File: src/rtl/seg7_bin2bcd_pkg.sv
// seg7_bin2bcd_pkg: shared defaults, state encoding and error pattern for the BCD converter.
// Rev 1.0
`default_nettype none

package seg7_bin2bcd_pkg;

   localparam int IN_W_DEF   = 32;
   localparam int DIGITS_DEF = 8;

   // All-ones word; the display driver renders it as a row of F glyphs.
   localparam logic [4*DIGITS_DEF-1:0] BCD_ERR = '1;

   typedef enum logic [1:0] {
      IDLE = 2'd0,
      BUSY = 2'd1,
      DONE = 2'd2
   } state_t;

   function automatic logic [63:0] pow10(input int n);
      logic [63:0] r;
      r = 64'd1;
      for (int i = 0; i < n; i++) r = r * 64'd10;
      return r;
   endfunction

endpackage

`default_nettype wire

File: src/rtl/seg7_bin2bcd_add3.sv
// bcd_add3: per-nibble double-dabble correction, adds 3 to any digit of 5 or more.
// Rev 1.0
`default_nettype none

module bcd_add3 (
   input  logic [3:0] din,
   output logic [3:0] dout
);

   assign dout = (din >= 4'd5) ? din + 4'd3 : din;

endmodule

`default_nettype wire

File: src/rtl/seg7_bin2bcd.sv
// seg7_bin2bcd: sequential double-dabble binary to packed-BCD converter with
// leading-zero mask and overflow flag. Rev 1.0
`default_nettype none

module seg7_bin2bcd
   import seg7_bin2bcd_pkg::*;
#(
   parameter int IN_W   = IN_W_DEF,
   parameter int DIGITS = DIGITS_DEF
) (
   input  logic                clk,
   input  logic                rst_n,
   input  logic                in_valid,
   output logic                in_ready,
   input  logic [IN_W-1:0]     in_data,
   output logic [4*DIGITS-1:0] bcd_out,
   output logic [DIGITS-1:0]   lz_mask,
   output logic                ovf,
   output logic                done
);

   localparam int          ACC_W   = 4 * DIGITS;
   localparam int          CNT_W   = $clog2(IN_W);
   localparam logic [63:0] MAX_VAL = pow10(DIGITS) - 64'd1;
   localparam logic [DIGITS-1:0] LZ_RST = {{(DIGITS-1){1'b1}}, 1'b0};

   state_t            state, state_nx;
   logic [IN_W-1:0]   bin;
   logic [ACC_W-1:0]  acc;
   logic [ACC_W-1:0]  acc_adj;
   logic [ACC_W-1:0]  acc_shift;
   logic [CNT_W-1:0]  cnt;
   logic              ovf_pend;
   logic              accept;
   logic              in_big;
   logic              last;
   logic [DIGITS-1:0] lz_next;
   logic              zero_above;

   assign in_ready  = (state != BUSY);
   assign done      = (state == DONE);
   assign accept    = in_ready & in_valid;
   assign in_big    = 64'(in_data) > MAX_VAL;
   assign last      = (cnt == CNT_W'(IN_W - 1));
   assign acc_shift = {acc_adj[ACC_W-2:0], bin[IN_W-1]};

   for (genvar i = 0; i < DIGITS; i++) begin : g_add3
      bcd_add3 u_add3 (
         .din  (acc[4*i +: 4]),
         .dout (acc_adj[4*i +: 4])
      );
   end

   always_comb begin
      lz_next    = '0;
      zero_above = 1'b1;
      for (int i = DIGITS - 1; i >= 1; i--) begin
         zero_above = zero_above & (acc_shift[4*i +: 4] == 4'd0);
         lz_next[i] = zero_above;
      end
   end

   always_ff @(posedge clk or negedge rst_n) begin
      if (!rst_n) state <= IDLE;
      else        state <= state_nx;
   end

   // Out-of-range inputs still spend one BUSY cycle so they report after the
   // edge following acceptance, like a one-bit conversion would.
   always_comb begin
      state_nx = state;
      case (state)
         IDLE, DONE: state_nx = accept ? BUSY : IDLE;
         BUSY:       state_nx = (ovf_pend || last) ? DONE : BUSY;
         default:    state_nx = IDLE;
      endcase
   end

   always_ff @(posedge clk or negedge rst_n) begin
      if (!rst_n) begin
         bin      <= '0;
         acc      <= '0;
         cnt      <= '0;
         ovf_pend <= 1'b0;
         bcd_out  <= '0;
         lz_mask  <= LZ_RST;
         ovf      <= 1'b0;
      end else if (accept) begin
         bin      <= in_big ? '0 : in_data;
         acc      <= '0;
         cnt      <= '0;
         ovf_pend <= in_big;
      end else if (state == BUSY) begin
         if (ovf_pend) begin
            ovf_pend <= 1'b0;
            bcd_out  <= {DIGITS{BCD_ERR[3:0]}};
            lz_mask  <= '0;
            ovf      <= 1'b1;
         end else begin
            acc <= acc_shift;
            bin <= {bin[IN_W-2:0], 1'b0};
            cnt <= cnt + 1'b1;
            if (last) begin
               bcd_out <= acc_shift;
               lz_mask <= lz_next;
               ovf     <= 1'b0;
            end
         end
      end
   end

endmodule

`default_nettype wire

File: config.mk
export PLATFORM = sky130hd
export DESIGN_NAME = seg7_bin2bcd
export DESIGN_NICKNAME = d
export VERILOG_FILES = /design/src/rtl/seg7_bin2bcd_pkg.sv /design/src/rtl/seg7_bin2bcd_add3.sv /design/src/rtl/seg7_bin2bcd.sv
export SDC_FILE = /design/constraint.sdc
export NUM_CORES = 1
export LEC_CHECK = 0
export BUFFER_PORTS_ARGS = -buffer_cell sky130_fd_sc_hd__buf_2
export CAP_MARGIN = 5
export CELL_PAD_IN_SITES_DETAIL_PLACEMENT = 0
export CELL_PAD_IN_SITES_GLOBAL_PLACEMENT = 1
export CORE_MARGIN = 2
export CORE_UTILIZATION = 40
export CTS_CLUSTER_DIAMETER = 200
export DETAILED_ROUTE_END_ITERATION = 10
export PLACE_DENSITY_LB_ADDON = 0.1
export SLEW_MARGIN = 40
export SYNTH_ARGS = -nofsm -noshare
export SYNTH_HDL_FRONTEND = slang
export SYNTH_SLANG_ARGS = --single-unit
File: constraint.sdc
create_clock -name clk -period 2.3 [get_ports clk]
set_clock_uncertainty 0.15 [all_clocks]
set_input_delay 0.115 -clock clk [delete_from_list [all_inputs] [get_ports clk]]
set_output_delay 0.115 -clock clk [all_outputs]
set_load 0.1 [all_outputs]
==> flow_summary.ini, run 1 <==
[grt]
grt_remaining_overflow = 0
first_pass_grt_wire_length_mm = 22.8
groute.usage.overall = 0.200
first_global_vias = 4507
maximum_number_of_pins_on_one_net_before_global_route_repair = 46
grt_antenna_before_repair = 0

[setup_path]
worstPathBufferInverterCount = 1
timing.critical_path.max_delay_family = compound AO/OA/AOI/OAI gates
type_of_the_setup_path_with_the_least_slack = reg2reg
cp_arrival_ns = 2.33
worst-path-max-fanout = 5
timing.critical_path.slowest_stage_cell = sky130_fd_sc_hd__dfrtp_1
slowest_delay_ns = 0.41
reg2reg_slack_ns = 0.09
timing.critical_path.cells = inv_1, ha_1, nor2b_1, o21bai_1, and3_1, o211a_1, nand3_2, o31ai_2
crit_required_ns = 2.42
end_kind = flop
critical_path.startpoint_type = flop

[die]
die-area_um2 = 14500
die_h_um = 120
row_count = 42
initial_utilization = 0.408
ios = 78
core_um2 = 13200
floorplan.die.width_um = 120

[placed_design]
port_buffers = 76
post-dp-hpwl_mm = 9.25
placement.cell_area_um2 = 6200
gpl.final_weighted_congestion = 0.797

[drt]
drtPass1Iterations = 4
antenna_left = 0
detail_route.vias_per_cell = 5.28
vias_post_dr = 4469
post_drt_wl_per_cell_um = 16.4
drc_errors = 0
drt-initial-drc-count = 291
postRouteWirelength_mm = 13.9

[finish]
proportion_of_layout_cells_with_a_drive_suffix_above_1 = 0.278
final_cell_mix = 105 x sky130_fd_sc_hd__dfrtp_1, 75 x sky130_fd_sc_hd__buf_2, 53 x sky130_fd_sc_hd__nor2_1
area.growth.synth_to_final_pct = 28.0
design_area_um2 = 6920
filler_cells = 1287
final_common_cell = sky130_fd_sc_hd__dfrtp_1
num-nets-final = 718
number_of_antenna_diodes = 0

[pwr]
power_density_nw_per_um2 = 1040
power.static_leakage_nw = 2.98
p_seq_frac = 0.362
clock_power_share = 0.219
power_frac_comb = 0.419
power.net_switching_w = 0.00301
internal_power_w = 0.00422
netSwitchingFraction = 0.416
peakVddDrop_mv = 0.685

[synthesis]
netlist_instances = 531
netlist-cell-type-count = 54
synth-seq-cells = 112
synthArstFlopShare = 1.00
synth-edff-count = 0
yosys_warnings = 0
mean_post_synth_cell_area_um2 = 10.2
post_synthesis_net_count = 584
synth-seq-area-share = 0.520
postSynth.topFlopCell = sky130_fd_sc_hd__dfrtp_1
synthesis.area_um2 = 5410

[sta]
post-route-min-period_ns = 2.21
setup-violations-final = 0
slew_violations = 0
timing_hold_violations_final = 0
max_slew_margin = 0.584
final.setup.tns_ns = 0
timing_worst_slew_pin_value_ns = 0.625
grt_setup_unrepaired = true
fmax_mhz = 452
finalCritPeriodShare = 0.962

[clock_tree]
clkTransAtPathRegs_ns = 0.07
cts_root_buf = sky130_fd_sc_hd__clkbuf_16
tritoncts.num_buffers = 9
cts_num_sinks = 112
clk_path_buf_depth = 2
worst_skew_pair.late_latency_ns = 0.35
tritoncts = done
cts.htree.levels = 3

[worst_hold_path]
hold_path.class = in2reg

[run_status]
run_status = completed

[job]
cap_viol_max_count = 0
==> tightest hold or removal path, stage by stage <==
cell and delay (ns):
sky130_fd_sc_hd__buf_2 0.07, sky130_fd_sc_hd__a21oi_1 0.03, sky130_fd_sc_hd__nand3b_1 0.12, sky130_fd_sc_hd__nor2_1 0.10
sky130_fd_sc_hd__o2bb2ai_1 0.13
==> registers in the layout, indices dropped and copies added (netlist names) <==
register	flops
acc	32
bcd_out	32
bin	32
lz_mask	7
cnt	5
state	2
ovf	1
ovf_pend	1
==> final timing paths <==
check                                       startpoint                      to  depth (start not counted)
worst max register to register     acc[16]$_DFFE_PN0P_  lz_mask[2]$_DFFE_PN1P_                          8
max in group asynchronous                        rst_n     acc[12]$_DFFE_PN0P_                          3
worst max-delay path               acc[16]$_DFFE_PN0P_  lz_mask[2]$_DFFE_PN1P_                          8
worst min register to register  lz_mask[5]$_DFFE_PN1P_  lz_mask[5]$_DFFE_PN1P_                          2
min in group asynchronous                        rst_n     acc[27]$_DFFE_PN0P_                          2
worst min-delay path                       in_data[31]      bin[4]$_DFFE_PN0P_                          5
==> cells in the mapped netlist (2+ instances only) <==
cell type | n | area (µm²)
sky130_fd_sc_hd__a21o_1 | 4 | 30.0
sky130_fd_sc_hd__a21oi_1 | 37 | 185
sky130_fd_sc_hd__a22o_1 | 12 | 105
sky130_fd_sc_hd__a32o_1 | 7 | 70.1
sky130_fd_sc_hd__and2_1 | 2 | 12.5
sky130_fd_sc_hd__and3_1 | 6 | 37.5
sky130_fd_sc_hd__buf_1 | 3 | 11.3
sky130_fd_sc_hd__buf_6 | 3 | 33.8
sky130_fd_sc_hd__clkbuf_1 | 19 | 71.3
sky130_fd_sc_hd__dfrtp_1 | 105 | 2630
sky130_fd_sc_hd__dfstp_2 | 7 | 184
sky130_fd_sc_hd__ha_1 | 18 | 225
sky130_fd_sc_hd__inv_1 | 23 | 86.3
sky130_fd_sc_hd__mux2i_1 | 7 | 70.1
sky130_fd_sc_hd__nand2_1 | 39 | 146
sky130_fd_sc_hd__nand2b_1 | 4 | 25.0
sky130_fd_sc_hd__nand3_1 | 4 | 20.0
sky130_fd_sc_hd__nand4_1 | 3 | 18.8
sky130_fd_sc_hd__nor2_1 | 54 | 203
sky130_fd_sc_hd__nor2b_1 | 6 | 37.5
sky130_fd_sc_hd__nor3_1 | 14 | 70.1
sky130_fd_sc_hd__nor3_2 | 20 | 200
sky130_fd_sc_hd__nor3b_1 | 9 | 67.6
sky130_fd_sc_hd__o21ai_0 | 30 | 150
sky130_fd_sc_hd__o21bai_1 | 3 | 22.5
sky130_fd_sc_hd__o22a_1 | 15 | 131
sky130_fd_sc_hd__o22ai_1 | 36 | 225
sky130_fd_sc_hd__o31ai_1 | 8 | 60.1
sky130_fd_sc_hd__xnor2_1 | 8 | 70.1
==> cell type report <==
| cell class | instances | area, µm² | area share |
|---|---|---|---|
| repair buffers | 150 | 1050 | 0.151 |
| well taps | 176 | 220 | 0.0318 |
| multi-input cells | 368 | 2460 | 0.355 |
| clock buffers | 12 | 246 | 0.0356 |
| inverters | 24 | 93.8 | 0.0136 |
| clock inverters | 4 | 45.0 | 0.00651 |
| flip-flops and latches | 112 | 2810 | 0.406 |
==> cells by family (layout without fill, tap and decap cells) <==
family | Yosys count | in the layout | share of synthesized area
adder cells (fa/ha/maj) | 18 | 18 | 0.0417
AND/OR/NAND/NOR | 170 | 170 | 0.170
buffers and inverters | 51 | 190 | 0.0405
AO/OA/AOI/OAI | 163 | 163 | 0.199
XOR/XNOR | 9 | 9 | 0.0146
multiplexers | 7 | 7 | 0.0130
other | 1 | 1 | 0.000694
flip-flops | 112 | 112 | 0.520
==> power groups by stage <==
stage	Sequential [W]	Combinational, W	Clock, W
after global routing	0.00266	0.00332	0.00171
after CTS	0.00261	0.00301	0.00163
after global placement	0.00264	0.00291	0
after detailed placement	0.00264	0.00296	0
final	0.00261	0.00303	0.00158
after floorplan	0.00293	0.00183	0
==> metrics by stage <==
stage                      util  power, W  setup slack (ns)  hold slack (ns)  cells
after floorplan               -   0.00476           -0.0178           -0.331    531
after global routing      0.523   0.00770           -0.0821            0.146    846
final                     0.523   0.00723            0.0884            0.117    846
after global placement    0.468   0.00555            0.0779           0.0146    792
after detailed placement  0.468   0.00561            0.0224           0.0165    792
after CTS                 0.516   0.00726          0.000427            0.105    842
==> timing repair <==
item	in CTS	in global routing
endpoints found under the hold margin	68	0
endpoints found under the setup margin	2	20
setup buffers	1	4
hold buffers	33	0
pin swaps	1	5
gates resized for setup	1	19
==> per-layer routing <==
metal,track usage,vias to the layer above,wire length (µm)
li1,-,2189,-
met1,0.272,2196,6580
met2,0.326,76,6750
met3,0.0462,8,465
met4,0.0465,0,98
met5,0,-,0
(Power assumes the default switching activity.)
==> inputs of run 2 (changes only) <==
Settings changed: CORE_UTILIZATION 40 to 48.
Clock period 2.3 ns to 2.76 ns, I/O delays scaled along.
==> run 2 against run 1 <==
  * Power decreased by 21%
  * Sequential share of layout area up 2.3 points
  * Design area is 5.3% lower
  * Global-route usage increased by 2.0 points
  * Core utilization grew 7.7 points
  * Fmax shrank 12%
  * First-iteration DRC count grew 1.0%
  * Via count shrank 2.7%
  * Sequential power down 17%
  * Critical endpoint is now lz_mask[1]$_DFFE_PN1P_
  * Highest routed layer unchanged
==> flow_summary.ini, run 2 (synthesized netlist as in run 1, its figures left out) <==
[run_status]
run_status = completed

[sta]
fmax_mhz = 400
grt_setup_unrepaired = false
final.setup.tns_ns = 0
slew_violations = 0
finalCritPeriodShare = 0.906
post-route-min-period_ns = 2.50
setup-violations-final = 0
timing_hold_violations_final = 0
max_slew_margin = 0.531
timing_worst_slew_pin_value_ns = 0.703

[pwr]
power_density_nw_per_um2 = 873
power.static_leakage_nw = 2.82
peakVddDrop_mv = 0.720
fin_total_pwr_w = 0.00573

[grt]
maximum_number_of_pins_on_one_net_before_global_route_repair = 56
groute.usage.overall = 0.219
grt_remaining_overflow = 0
first_pass_grt_wire_length_mm = 20.5
grt_antenna_before_repair = 0
first_global_vias = 4182

[setup_path]
worst_r2r_endpoint = lz_mask[1]$_DFFE_PN1P_
startpoint = acc[12]$_DFFE_PN0P_
reg2reg_depth = 8
r2r-start = acc[12]$_DFFE_PN0P_
reg2reg_slack_ns = 0.26
cp_arrival_ns = 2.62
crit_required_ns = 2.88
critical_path.startpoint_type = flop
cp-endpoint = lz_mask[1]$_DFFE_PN1P_
worst-path-max-fanout = 5
end_kind = flop
type_of_the_setup_path_with_the_least_slack = reg2reg

[finish]
final_cell_mix = 105 x sky130_fd_sc_hd__dfrtp_1, 75 x sky130_fd_sc_hd__buf_2, 53 x sky130_fd_sc_hd__nor2_1
num-nets-final = 691
final_common_cell = sky130_fd_sc_hd__dfrtp_1
final_util = 0.600
largest_registers = acc: 32 flops, bcd_out: 32 flops, bin: 32 flops
filler_cells = 985
final_cell_count_no_fill = 781
proportion_of_layout_cells_with_a_drive_suffix_above_1 = 0.217
area.growth.synth_to_final_pct = 21.3
number_of_antenna_diodes = 0

[job]
cap_viol_max_count = 0

[placed_design]
port_buffers = 76
placedCellCount = 735
gpl.final_weighted_congestion = 0.810
post-dp-hpwl_mm = 8.36

[clock_tree]
clkTransAtPathRegs_ns = 0.07
cts.htree.levels = 3
cts_num_sinks = 112
tritoncts = done
clk_path_buf_depth = 2
cts_root_buf = sky130_fd_sc_hd__clkbuf_16
worst_skew_pair.late_latency_ns = 0.36
tritoncts.num_buffers = 9

[drt]
drc_errors = 0
met3_routed_length_um = 505
vias_post_dr = 4348
postRouteWirelength_mm = 12.4
detail_route.vias_per_cell = 5.57
met2_length_mm = 6.13
met1_length_mm = 5.69
drt-initial-drc-count = 294
dr.max_layer_used = met4
drtPass1Iterations = 4
antenna_left = 0
post_drt_wl_per_cell_um = 15.9

[die]
die_h_um = 110
die-area_um2 = 12100
row_count = 38
floorplan.die.width_um = 110
initial_utilization = 0.494
ios = 78
core_um2 = 10900

[worst_hold_path]
hold_path.class = in2reg
holdPathStages = 3
[run 2: changes by cell type in the layout (fill, tap and decap cells not counted), sizes merged]
cell | previous run | this run
inv | 22 | 23
clkbuf | 12 | 10
bufinv | 1 | 0
dlygate4sd3 | 33 | 32
buf | 117 | 91
[run 2: metrics by stage]
stage / area, µm² / setup WS (ns) / hold slack (ns)
2_1_floorplan: 5410 / 0.0846 / -0.308
3_3_place_gp: 5980 / 0.340 / 0.0786
3_5_place_dp: 5980 / 0.274 / 0.0798
4_1_cts: 6560 / 0.239 / 0.00493
5_1_grt: 6560 / 0.0233 / 0.0182
6_report: 6560 / 0.259 / 0.0167
[run 2: worst min path at each step]
stage / start / endpoint
global placement: rst_n / acc[26]$_DFFE_PN0P_
finish: in_data[18] / bin[18]$_DFFE_PN0P_
global route: in_data[18] / bin[18]$_DFFE_PN0P_
detailed placement: rst_n / bcd_out[21]$_DFFE_PN0P_
floorplan: rst_n / acc[0]$_DFFE_PN0P_
CTS: in_data[18] / bin[18]$_DFFE_PN0P_
[run 2: what timing repair did]
item | CTS | global route
setup endpoints to repair | 0 | 0
buffers inserted | 0 | 0
resized for setup | 0 | 0
endpoints found under the hold margin | 78 | 0
hold buffers | 32 | 0
[run 2: area by class of cell]
cell class	instances	area, µm²	share of cell area
multi-input cells	368	2380	0.363
clock buffers	10	239	0.0364
clock inverters	4	22.5	0.00343
repair buffers	123	841	0.128
inverters	24	90.1	0.0137
flip-flops and latches	112	2810	0.429
well taps	140	175	0.0267
[run 2: routing by layer]
| layer | vias up | global-route usage |
|---|---|---|
| met5 | - | 0 |
| met1 | 2123 | 0.289 |
| li1 | 2138 | - |
| met3 | 9 | 0.0506 |
| met4 | 0 | 0.0509 |
| met2 | 78 | 0.370 |
[run 2: power breakdown]
group	total (W)	switching, W	internal (W)
Sequential	0.00217	0.000196	0.00198
Combinational	0.00236	0.00163	0.000725
Clock	0.00120	0.000574	0.000623
Total	0.00573	0.00240	0.00332
[run 2: worst max-delay path, stage by stage (launching register included)]
cell and delay, ns:
sky130_fd_sc_hd__dfrtp_1 0.43, sky130_fd_sc_hd__inv_1 0.11, sky130_fd_sc_hd__ha_1 0.24, sky130_fd_sc_hd__nand2b_1 0.09, sky130_fd_sc_hd__a21oi_1 0.33, sky130_fd_sc_hd__mux2i_1 0.23, sky130_fd_sc_hd__nand4_1 0.14, sky130_fd_sc_hd__or4_1 0.54
sky130_fd_sc_hd__o21ai_0 0.16
==> inputs of run 3 (changes only) <==
Settings changed: BUFFER_PORTS_ARGS -buffer_cell sky130_fd_sc_hd__buf_2 to unset, CORE_UTILIZATION 48 to 53, DONT_BUFFER_PORTS set to 1, REMOVE_ABC_BUFFERS set to 1, SLEW_MARGIN 40 to 10.
==> run 3 against run 2 <==
  * The run now ends with hold timing left
  * Wire length up 2.5%
  * Core utilization up 4.8 points
  * Design area down 3.1%
  * Combinational power down 14%
  * Power down 4.8%
  * Hold slack worse by 0.71 ns
  * Clock power down 17%
  * Critical path depth unchanged
  * Via count down 1.4%
  * Fmax down 0.42%
  * Highest routed layer unchanged
==> flow_summary.ini, run 3 (synthesized netlist as in run 1, its figures left out) <==
[sta]
grt_setup_unrepaired = false
setup-violations-final = 0
fmax_mhz = 398
finalCritPeriodShare = 0.910
slew_violations = 0
timing_hold_violations_final = 112
max_slew_margin = 0.283
post-route-min-period_ns = 2.51
timing_worst_slew_pin_value_ns = 1.07
whs_ns = -0.695

[setup_path]
r2r-start = acc[28]$_DFFE_PN0P_
end_kind = flop
cp_arrival_ns = 2.65
critical_path.startpoint_type = flop
timing.critical_path.cells = inv_1, ha_1, nand2b_1, a21oi_1, mux2i_1, nor4b_2, nand3_1, o31ai_1
worst-path-stages = 8
type_of_the_setup_path_with_the_least_slack = reg2reg
cp-endpoint = lz_mask[2]$_DFFE_PN1P_
reg2reg_slack_ns = 0.25
worst_r2r_endpoint = lz_mask[2]$_DFFE_PN1P_
worst-path-max-fanout = 5
worstPathBufferInverterCount = 1
slowest_delay_ns = 0.43
timing.critical_path.max_delay_family = compound AO/OA/AOI/OAI gates
reg2reg_depth = 8
crit_required_ns = 2.90
startpoint = acc[28]$_DFFE_PN0P_
timing.critical_path.slowest_stage_cell = sky130_fd_sc_hd__dfrtp_1

[clock_tree]
worst_skew_pair.late_latency_ns = 0.37
tritoncts.num_buffers = 9
clkTransAtPathRegs_ns = 0.10
cts_root_buf = sky130_fd_sc_hd__clkbuf_8
cts_hold_buffers = 34
tritoncts = done
cts.htree.levels = 3
post_cts.repair.setup_buffers = 0
cts_num_sinks = 112
clk_path_buf_depth = 2

[finish]
proportion_of_layout_cells_with_a_drive_suffix_above_1 = 0.166
filler_cells = 834
largest_registers = acc: 32 flops, bcd_out: 32 flops, bin: 32 flops
final_cell_count_no_fill = 736
final_common_cell = sky130_fd_sc_hd__dfrtp_1
number_of_antenna_diodes = 0
num-nets-final = 651
area.growth.synth_to_final_pct = 17.6
design_area_um2 = 6360
final_cell_mix = 105 x sky130_fd_sc_hd__dfrtp_1, 53 x sky130_fd_sc_hd__nor2_1, 49 x sky130_fd_sc_hd__buf_4
final_util = 0.647

[grt]
groute.usage.overall = 0.241
maximum_number_of_pins_on_one_net_before_global_route_repair = 113
grt_remaining_overflow = 0
global_route.peak_usage_layer = met2
grt_antenna_before_repair = 0
first_global_vias = 4235
first_pass_grt_wire_length_mm = 21.4
met2_track_demand_over_resource_in_global_routing = 0.382
grt.met3_usage = 0.0767
grt_use_met1 = 0.329

[die]
die-area_um2 = 11000
core_um2 = 9820
row_count = 36
die_h_um = 105
ios = 78
initial_utilization = 0.551
floorplan.die.width_um = 105

[drt]
antenna_left = 0
drt-initial-drc-count = 131
postRouteWirelength_mm = 12.7
detail_route.vias_per_cell = 5.82
drc_errors = 0
vias_post_dr = 4285
post_drt_wl_per_cell_um = 17.3
drtPass1Iterations = 5

[placed_design]
placement.cell_area_um2 = 5820
gpl.final_weighted_congestion = 0.855
post-dp-hpwl_mm = 8.30
placedCellCount = 686
port_buffers = 0

[pwr]
peakVddDrop_mv = 0.515
power_density_nw_per_um2 = 858
power.static_leakage_nw = 2.68

[run_status]
run_status = complete, but fails checks
failed_checks = hold timing

[worst_hold_path]
hold_path.class = in2async

[job]
cap_viol_max_count = 0
-- run 3: changes by cell type in the layout (fill, tap and decap cells not counted), moves of 2 or more --
| cell | previous run | this run |
|---|---|---|
| sky130_fd_sc_hd__buf_12 | 2 | 0 |
| sky130_fd_sc_hd__buf_2 | 75 | 0 |
| sky130_fd_sc_hd__buf_4 | 14 | 49 |
| sky130_fd_sc_hd__clkbuf_16 | 9 | 0 |
| sky130_fd_sc_hd__clkbuf_8 | 1 | 10 |
| sky130_fd_sc_hd__dlygate4sd3_1 | 32 | 34 |
-- run 3: worst min-delay path by stage --
stage	start	endpoint	slack, ns	cells after the start
6_report	rst_n	bcd_out[16]$_DFFE_PN0P_	-0.70	0
5_1_grt	rst_n	bcd_out[22]$_DFFE_PN0P_	-0.75	0
4_1_cts	rst_n	bcd_out[22]$_DFFE_PN0P_	-0.73	0
3_5_place_dp	rst_n	acc[27]$_DFFE_PN0P_	-0.30	0
3_3_place_gp	rst_n	bcd_out[27]$_DFFE_PN0P_	-0.30	0
2_1_floorplan	rst_n	acc[0]$_DFFE_PN0P_	-0.31	0
-- run 3: per-stage QoR --
stage | hold slack, ns | worst slack, ns | TNS, ns | total power (W)
floorplan | -0.308 | -0.756 | -46.29 | 0.00384
global placement | -0.305 | 0.399 | 0 | 0.00437
detailed placement | -0.304 | 0.265 | 0 | 0.00443
CTS | -0.729 | 0.125 | 0 | 0.00548
global route | -0.749 | 0.0329 | 0 | 0.00582
finish | -0.695 | 0.249 | 0 | 0.00545
-- run 3: area by class of cell --
type	count	area, µm²	area share
Clock inverter	5	56.3	0.00886
Inverter	24	90.1	0.0142
Multi-Input combinational cell	368	2380	0.375
Timing Repair Buffer	83	708	0.111
Clock buffer	11	141	0.0222
Tap cell	133	166	0.0262
Sequential cell	112	2810	0.442
-- run 3: per-layer routing --
metal | share of wire | routed length [µm] | up-vias
li1 | - | - | 2052
met1 | 0.45 | 5790 | 2111
met2 | 0.48 | 6110 | 115
met3 | 0.060 | 759 | 7
met4 | 0.0063 | 80 | 0
met5 | 0 | 0 | -
-- run 3: repair_timing --
action / CTS / global route
gates resized for setup: 0 / 1
hold endpoints to repair: 147 / 112
endpoints found under the setup margin: 0 / 2
-- run 3: report_power, final --
group          total [W]  internal (W)  switching [W]
clock network   0.000995      0.000444       0.000551
logic            0.00202      0.000689        0.00133
registers        0.00244       0.00198       0.000462
